File: src/rtl/uart_bus_bridge.sv
// uart_bus_bridge
//   Command responder behind the UART. Parses the host byte stream into
//   byte-wide memory read/write transactions and returns results through
//   the transmitter handshake.
//
//   Protocol (address big-endian, 24 bits on the wire):
//     0x57 A2 A1 A0 D  -> write D to A, reply 0x06
//     0x52 A2 A1 A0 N  -> read N+1 bytes from A upward, reply raw bytes
//   Any other byte received while idle is ignored.
//
//   Optional feature macro: UART_BRIDGE_TIMEOUT_EN
//     defined   : a partial command is abandoned after TIMEOUT clocks without
//                 a received byte while in ADDR/ARG (no reply, no mem access)
//     undefined : ADDR/ARG wait indefinitely
//
// Ports
//   clk        in   system clock
//   reset      in   asynchronous, active-high
//   rx_data    in   received byte, valid with rx_strobe
//   rx_strobe  in   one-cycle pulse per received byte
//   tx_data    out  byte to transmit, valid with tx_strobe
//   tx_strobe  out  one-cycle send pulse
//   tx_ready   in   transmitter idle
//   mem_addr   out  transaction address (ADDR_WIDTH bits)
//   mem_wdata  out  write data
//   mem_write  out  write request, held until mem_ack
//   mem_read   out  read request, held until mem_ack
//   mem_rdata  in   read data, valid in the mem_ack cycle
//   mem_ack    in   completes the current request
//   busy       out  high in every state except IDLE
//
// States
//   state   | meaning
//   IDLE    | waiting for a command byte (0x57 / 0x52)
//   ADDR    | collecting three address bytes, MSB first
//   ARG     | waiting for write data or read count
//   MEM_WR  | write request outstanding
//   MEM_RD  | read request outstanding
//   TX      | waiting for tx_ready to send the reply byte

module uart_bus_bridge #(
    parameter int ADDR_WIDTH = 24,
    parameter int TIMEOUT    = 1000000
) (
    input  logic                  clk,
    input  logic                  reset,
    input  logic [7:0]            rx_data,
    input  logic                  rx_strobe,
    output logic [7:0]            tx_data,
    output logic                  tx_strobe,
    input  logic                  tx_ready,
    output logic [ADDR_WIDTH-1:0] mem_addr,
    output logic [7:0]            mem_wdata,
    output logic                  mem_write,
    output logic                  mem_read,
    input  logic [7:0]            mem_rdata,
    input  logic                  mem_ack,
    output logic                  busy
);

    if (ADDR_WIDTH < 1 || ADDR_WIDTH > 24 || TIMEOUT < 1) begin : g_bad_params
        $error("uart_bus_bridge: ADDR_WIDTH must be 1..24 and TIMEOUT >= 1");
    end

    typedef enum logic [2:0] {
        S_IDLE,
        S_ADDR,
        S_ARG,
        S_MEM_WR,
        S_MEM_RD,
        S_TX
    } state_t;

    localparam logic [7:0] CMD_WRITE = 8'h57;
    localparam logic [7:0] CMD_READ  = 8'h52;
    localparam logic [7:0] WR_ACK    = 8'h06;

    state_t                  state;
    state_t                  state_next;
    logic                    is_write;
    logic [1:0]              addr_bytes;
    logic [23:0]             addr_wire;
    logic [ADDR_WIDTH-1:0]   addr_q;
    logic [8:0]              remaining;
    logic [7:0]              wdata_q;
    logic [7:0]              tx_byte;
    logic                    mem_write_q;
    logic                    mem_read_q;
    logic                    tx_strobe_q;
    logic                    tx_fire;
    logic                    timeout_hit;

    // Combinational strobe so it can never appear while tx_ready is low;
    // tx_strobe_q keeps two pulses from ever landing on adjacent cycles.
    assign tx_fire = (state == S_TX) && tx_ready && !tx_strobe_q;

`ifdef UART_BRIDGE_TIMEOUT_EN
    localparam logic [31:0] TO_LIMIT = 32'(TIMEOUT);

    logic [31:0] to_cnt;

    always_ff @(posedge clk or posedge reset) begin
        if (reset) begin
            to_cnt <= '0;
        end else if (rx_strobe || !(state == S_ADDR || state == S_ARG)) begin
            to_cnt <= '0;
        end else if (to_cnt != TO_LIMIT) begin
            to_cnt <= to_cnt + 32'd1;
        end
    end

    // A byte arriving in the very cycle the limit is reached still wins.
    assign timeout_hit = (to_cnt == TO_LIMIT) && !rx_strobe;
`else
    assign timeout_hit = 1'b0;
`endif

    always_ff @(posedge clk or posedge reset) begin
        if (reset) begin
            state <= S_IDLE;
        end else begin
            state <= state_next;
        end
    end

    always_comb begin
        state_next = state;
        case (state)
            S_IDLE: begin
                if (rx_strobe && (rx_data == CMD_WRITE || rx_data == CMD_READ)) begin
                    state_next = S_ADDR;
                end
            end
            S_ADDR: begin
                if (timeout_hit) begin
                    state_next = S_IDLE;
                end else if (rx_strobe && addr_bytes == 2'd2) begin
                    state_next = S_ARG;
                end
            end
            S_ARG: begin
                if (timeout_hit) begin
                    state_next = S_IDLE;
                end else if (rx_strobe) begin
                    state_next = is_write ? S_MEM_WR : S_MEM_RD;
                end
            end
            S_MEM_WR: begin
                if (mem_write_q && mem_ack) begin
                    state_next = S_TX;
                end
            end
            S_MEM_RD: begin
                if (mem_read_q && mem_ack) begin
                    state_next = S_TX;
                end
            end
            S_TX: begin
                if (tx_fire) begin
                    state_next = (is_write || remaining == 9'd1) ? S_IDLE : S_MEM_RD;
                end
            end
            default: state_next = S_IDLE;
        endcase
    end

    always_ff @(posedge clk or posedge reset) begin
        if (reset) begin
            is_write    <= 1'b0;
            addr_bytes  <= '0;
            addr_wire   <= '0;
            addr_q      <= '0;
            remaining   <= '0;
            wdata_q     <= '0;
            tx_byte     <= '0;
            mem_write_q <= 1'b0;
            mem_read_q  <= 1'b0;
            tx_strobe_q <= 1'b0;
        end else begin
            tx_strobe_q <= tx_fire;
            case (state)
                S_IDLE: begin
                    if (rx_strobe) begin
                        is_write   <= (rx_data == CMD_WRITE);
                        addr_bytes <= '0;
                    end
                end
                S_ADDR: begin
                    if (rx_strobe) begin
                        addr_wire  <= {addr_wire[15:0], rx_data};
                        addr_bytes <= addr_bytes + 2'd1;
                    end
                end
                S_ARG: begin
                    if (rx_strobe) begin
                        // Upper wire-address bits beyond ADDR_WIDTH are dropped here.
                        addr_q    <= addr_wire[ADDR_WIDTH-1:0];
                        remaining <= {1'b0, rx_data} + 9'd1;
                        if (is_write) begin
                            wdata_q <= rx_data;
                        end
                    end
                end
                S_MEM_WR: begin
                    if (!mem_write_q) begin
                        mem_write_q <= 1'b1;
                    end else if (mem_ack) begin
                        mem_write_q <= 1'b0;
                        tx_byte     <= WR_ACK;
                    end
                end
                S_MEM_RD: begin
                    if (!mem_read_q) begin
                        mem_read_q <= 1'b1;
                    end else if (mem_ack) begin
                        mem_read_q <= 1'b0;
                        tx_byte    <= mem_rdata;
                    end
                end
                S_TX: begin
                    if (tx_fire && !is_write && remaining != 9'd1) begin
                        remaining <= remaining - 9'd1;
                        addr_q    <= addr_q + ADDR_WIDTH'(1);
                    end
                end
                default: ;
            endcase
        end
    end

    assign tx_data   = tx_byte;
    assign tx_strobe = tx_fire;
    assign mem_addr  = addr_q;
    assign mem_wdata = wdata_q;
    assign mem_write = mem_write_q;
    assign mem_read  = mem_read_q;
    assign busy      = (state != S_IDLE);

endmodule
File: config.mk
export PLATFORM = sky130hd
export DESIGN_NAME = uart_bus_bridge
export DESIGN_NICKNAME = d
export VERILOG_FILES = /design/src/rtl/uart_bus_bridge.sv
export SDC_FILE = /design/constraint.sdc
export NUM_CORES = 1
export LEC_CHECK = 0
export ABC_AREA = 1
export CORE_MARGIN = 2
export CORE_UTILIZATION = 45
export DETAILED_ROUTE_END_ITERATION = 16
export PLACE_DENSITY = 0.68
export SETUP_SLACK_MARGIN = 0.5
export SLEW_MARGIN = 40
export SYNTH_ARGS = -nofsm -noshare
export SYNTH_HDL_FRONTEND = slang
export SYNTH_SLANG_ARGS = --single-unit
export TNS_END_PERCENT = 1
File: constraint.sdc
create_clock -name clk -period 5.05 [get_ports clk]
set_input_delay 1.515 -clock clk [delete_from_list [all_inputs] [get_ports clk]]
set_output_delay 1.515 -clock clk [all_outputs]
set_load 0.005 [all_outputs]
# == Word level (Yosys, flattened, before mapping) ==
# Cells that the tools add are included.
# op_classes
addsub,4
n_eq_ne,23
n_mux,26
n_reduce_logical,24
# op_table
operator,n
24-bit 2-to-1 mux,2
24-bit one-hot mux with 2 select lines,1
8-bit 2-to-1 mux,4
24-bit by 1-bit adder with 24-bit output (second input constant),1
3-bit 2-to-1 mux,8
2-bit inequality test (second input constant),12
9-bit 2-to-1 mux,2
3-bit one-hot mux with 6 select lines,1
9-bit one-hot mux with 2 select lines,1
8-bit by 7-bit == test with 1-bit output (second input constant),2
8-bit one-hot mux with 2 select lines,1
8-bit by 1-bit adder with 9-bit output (second input constant),1
9-bit by 1-bit == test with 1-bit output (second input constant),1
9-bit by 1-bit inequality test with 1-bit output (second input constant),1
3-bit AND reduction,3
9-bit by 1-bit subtractor with 9-bit output (second input constant),1
1-bit logical AND,8
3-bit by 2-bit == test with 1-bit output (second input constant),2
3-bit == test (second input constant),2
6-bit AND reduction,1
2-bit nonzero test,3
5-bit AND reduction,1
2-bit 2-to-1 mux,2
2-bit one-hot mux with 2 select lines,1
other kinds (10),15
# totals
reg_bits,82
output_inout_bits,44
elab_cells,88

# == Logic depth before layout (Yosys ltp) ==
# logic_depth
ltp_word,7
mapped_depth,13
depth_no_buf,12

# == Worst setup path before layout ==
# No wires, ideal clock.
# synth_path
kind,input-to-output
from,input port tx_ready
to,output port tx_strobe
arrival_time_ps,1736
required_time_ps,3535
setup_slack_ps,1799
path_stages,2
n_path_buf,0
path_cell_list,nand2_1 > nor2_1
# synth_between
elab_chain_cells,2
# synth_lines
element,line,source
from (decl),51,"input logic tx_ready,"
1-bit logical AND (2 in a row),95,assign tx_fire = (state == S_TX) && tx_ready && !tx_strobe_q;
to (decl),50,"output logic tx_strobe,"
# Every way passes these cells.

# == Worst setup path after layout ==
# Same ends and word-level chain as after synthesis.

==> reports/metrics.csv <==
stage;metric;value;unit
worst_hold_path;WHS Path Cells;2;
finish;cell area after layout;5510;um^2
setup_path;CP arrival;2780;ps
floorplanning;Rows;37;
synth;Synth Flop Type;dfrtp_1;
grt;initial antenna violation count;0;
setup_path;worst-path fanout max;3;
finish;share of cells above drive strength 1;0.0693;
grt;met1 GRT Util;0.280;
cts;Skew-Pair Late Insertion Delay;350;ps
worst_hold_path;Worst Hold Endpoint;addr_wire[22]$_DFFE_PP0P_;
floorplanning;Die ar.;11200;um^2
setup_path;critical path class;in -> out;
pwr;Int Power;0.00174;W
finish;Layout area overhead;18.4;%
synth;Netlist cell types;33;
grt;M3 GR Usage;0.0241;
setup_path;FF-to-FF path depth;10;
setup_path;RR Endpoint;mem_addr[14]$_DFFE_PP0P_;
grt;met2 usage;0.335;
sta;period utilization;0.850;
finish;Net count, final;716;
detailed_routing;DR pass1 iterations;5;
floorplanning;core area;10200;um^2
synth;Synth area leaders;dfrtp_1, nand2_1, inv_1, nand3_1, o21ai_0;
setup_path;FF-to-FF setup slack;2720;ps
detailed_routing;post-DR wirelength/cell;13.3;um
synth;Mapped Cells;631;
place;Placed Cells;814;
setup_path;Req. time, crit path;3540;ps
sta;hold_ws;473;ps
cts;Post-CTS Setup Inserts;0;
pwr;Sw Pwr;0.00122;W
synth;Post-Syn Nets;658;
grt;first-pass GRT wire length;18600;um
finish;diodes inserted;0;
synth;leading cell type by number of instances after synthesis;nand2_1;
worst_hold_path;hold path start;addr_wire[22]$_DFFE_PP0P_;
cts;CTS Hold Bufs;0;
sta;RSZ-0062 raised after global routing;no;
sta;clock skew;11.3;ps
sta;Setup Viol. Count Final;0;
pwr;sequential power share;0.409;
floorplanning;Die Ht;106;um
flow_run;Max Cap Viol;0;
cts;CTS resizes;0;
detailed_routing;vias;4240;
cts;clock buffer depth;2;
setup_path;r2r startpoint;state[1]$_DFFE_PP0P_;
place;DP HPWL;7900;um
place;Placement Cell Area;5340;um^2
detailed_routing;DRC;0;
cts;htree depth;3;
cts;Reg clk slew, reported paths;80;ps
sta;Fin. Hold Viols;0;
setup_path;critical path capture point type;output pin;
synth;Async SR Flop Fraction;1.00;
pwr;pwr/cell area;537;nW/um^2
synth;list of most frequent post-synthesis cells;nand2_1, dfrtp_1, inv_1, nand3_1;
grt;vias in the first global route;3997;
synth;post-synth top area cell;dfrtp_1;
detailed_routing;post-route ant nets;0;
pwr;switching part of the total;0.412;
pwr;Leakage;2.60;nW
grt;total grt overflow;0;
sta;Slew HR;0.535;
floorplanning;Boundary Pins;65;
setup_path;crit start category;primary input;
pwr;Peak supply drop;0.223;mV
synth;post-synthesis register bit count;82;
grt;GRT Util Overall;0.206;
synth;area fraction of the dominant cell type after synthesis;0.441;
synth;Seq/Total Area, Yosys;0.441;
detailed_routing;vias per std cell;5.11;
cts;CTS root buffer;clkbuf_8;
place;routability cong.;0.896;
grt;most used routing layer in global routing;met2;
pwr;Design Power;0.00296;W
place;IO buf count;64;
floorplanning;Initial Util;0.457;
grt;largest net degree at the start of global routing;57;
finish;fin cells;829;
detailed_routing;Starting DRT DRC Count;233;
synth;synthesized cell area;4650;um^2
synth;Post-synth EDFFs;0;
pwr;Combinational Power Share;0.452;
cts;number of CTS-inserted buffers;9;
pwr;clock share of power;0.139;
run_status;status;finished clean;
sta;total negative slack;0;ps
sta;min Tclk post-route;4290;ps
synth;Ys Warns;0;
sta;final count of pins violating max slew;0;
cts;CTS tree;built;
floorplanning;Die W;106;um
cts;clock sinks;82;
worst_hold_path;worst min path class;reg -> reg;
sta;FMAX;233;MHz
detailed_routing;total wire length;11100;um
synth;average size of a mapped cell;7.37;um^2
sta;Worst-Margin Slew;696;ps
-- critical path, stage by stage --
cell and delay (ps):
clkdlybuf4s50_1 470, nand2_1 90, nor2_1 160, clkdlybuf4s50_1 530
-- power groups by stage --
stage	combinational (W)	sequential [W]	clock (W)
2_1_floorplan	0.000887	0.00116	0
3_3_place_gp	0.00131	0.00121	0
3_5_place_dp	0.00134	0.00122	0
4_1_cts	0.00135	0.00121	0.000423
5_1_grt	0.00152	0.00125	0.000449
6_report	0.00134	0.00121	0.000410
-- worst max-delay path by stage --
stage / startpoint / to / slack, ps / depth (start not counted)
2_1_floorplan: reset / addr_bytes[0]$_DFFE_PP0P_ / 1430 / 1
3_5_place_dp: tx_ready / tx_strobe / 760 / 4
4_1_cts: tx_ready / tx_strobe / 740 / 4
3_3_place_gp: tx_ready / tx_strobe / 750 / 4
6_report: tx_ready / tx_strobe / 760 / 4
5_1_grt: tx_ready / tx_strobe / 700 / 4
-- cells by family after synthesis --
kind of cell	share of synthesized area
compound gates	0.121
xor+xnor	0.0132
fa+ha+maj	0.0161
buf+inv	0.0963
flops	0.441
mux	0.00242
simple gates	0.310
-- cell type report --
cell class	instances	area (um^2)
Tap cell	136	170
Timing Repair Buffer	67	663
Clock inverter	5	32.5
Inverter	80	309
Fill cell	977	4680
Multi-Input combinational cell	449	2150
Clock buffer	10	128
Sequential cell	82	2050
-- layer usage --
metal | wire, um | up-vias
met3 | 484 | 19
met2 | 5170 | 107
met4 | 257 | 0
met5 | 0 | -
li1 | - | 2137
met1 | 5150 | 1977
-- state kept, by name (all words and copies together), names as in the netlist --
register,flops
is_write,1
state,3
mem_wdata,8
addr_bytes,2
tx_strobe_q,1
mem_write,1
mem_addr,24
remaining,9
addr_wire,24
tx_data,8
mem_read,1
-- layout by cell type (no fill, tap or decap), types with 4 or more instances in the layout --
cell type,n
xor2_1,4
nand2_1,205
o21ai_1,28
nand4_1,8
ha_1,6
or2_2,7
clkbuf_8,9
nand3b_1,5
a21oi_1,8
o21ai_2,9
dfrtp_1,82
nand3_1,54
clkdlybuf4s50_1,64
a22o_1,6
inv_1,75
nor2_1,44
o21ai_0,44
-- through the flow --
step / util / setup slack, ps
floorplan: - / 1430
global placement: 0.524 / 750
detailed placement: 0.525 / 755
CTS: 0.540 / 739
global route: 0.541 / 703
finish: 0.541 / 760
Note: power is estimated with default switching activity, not from simulation.
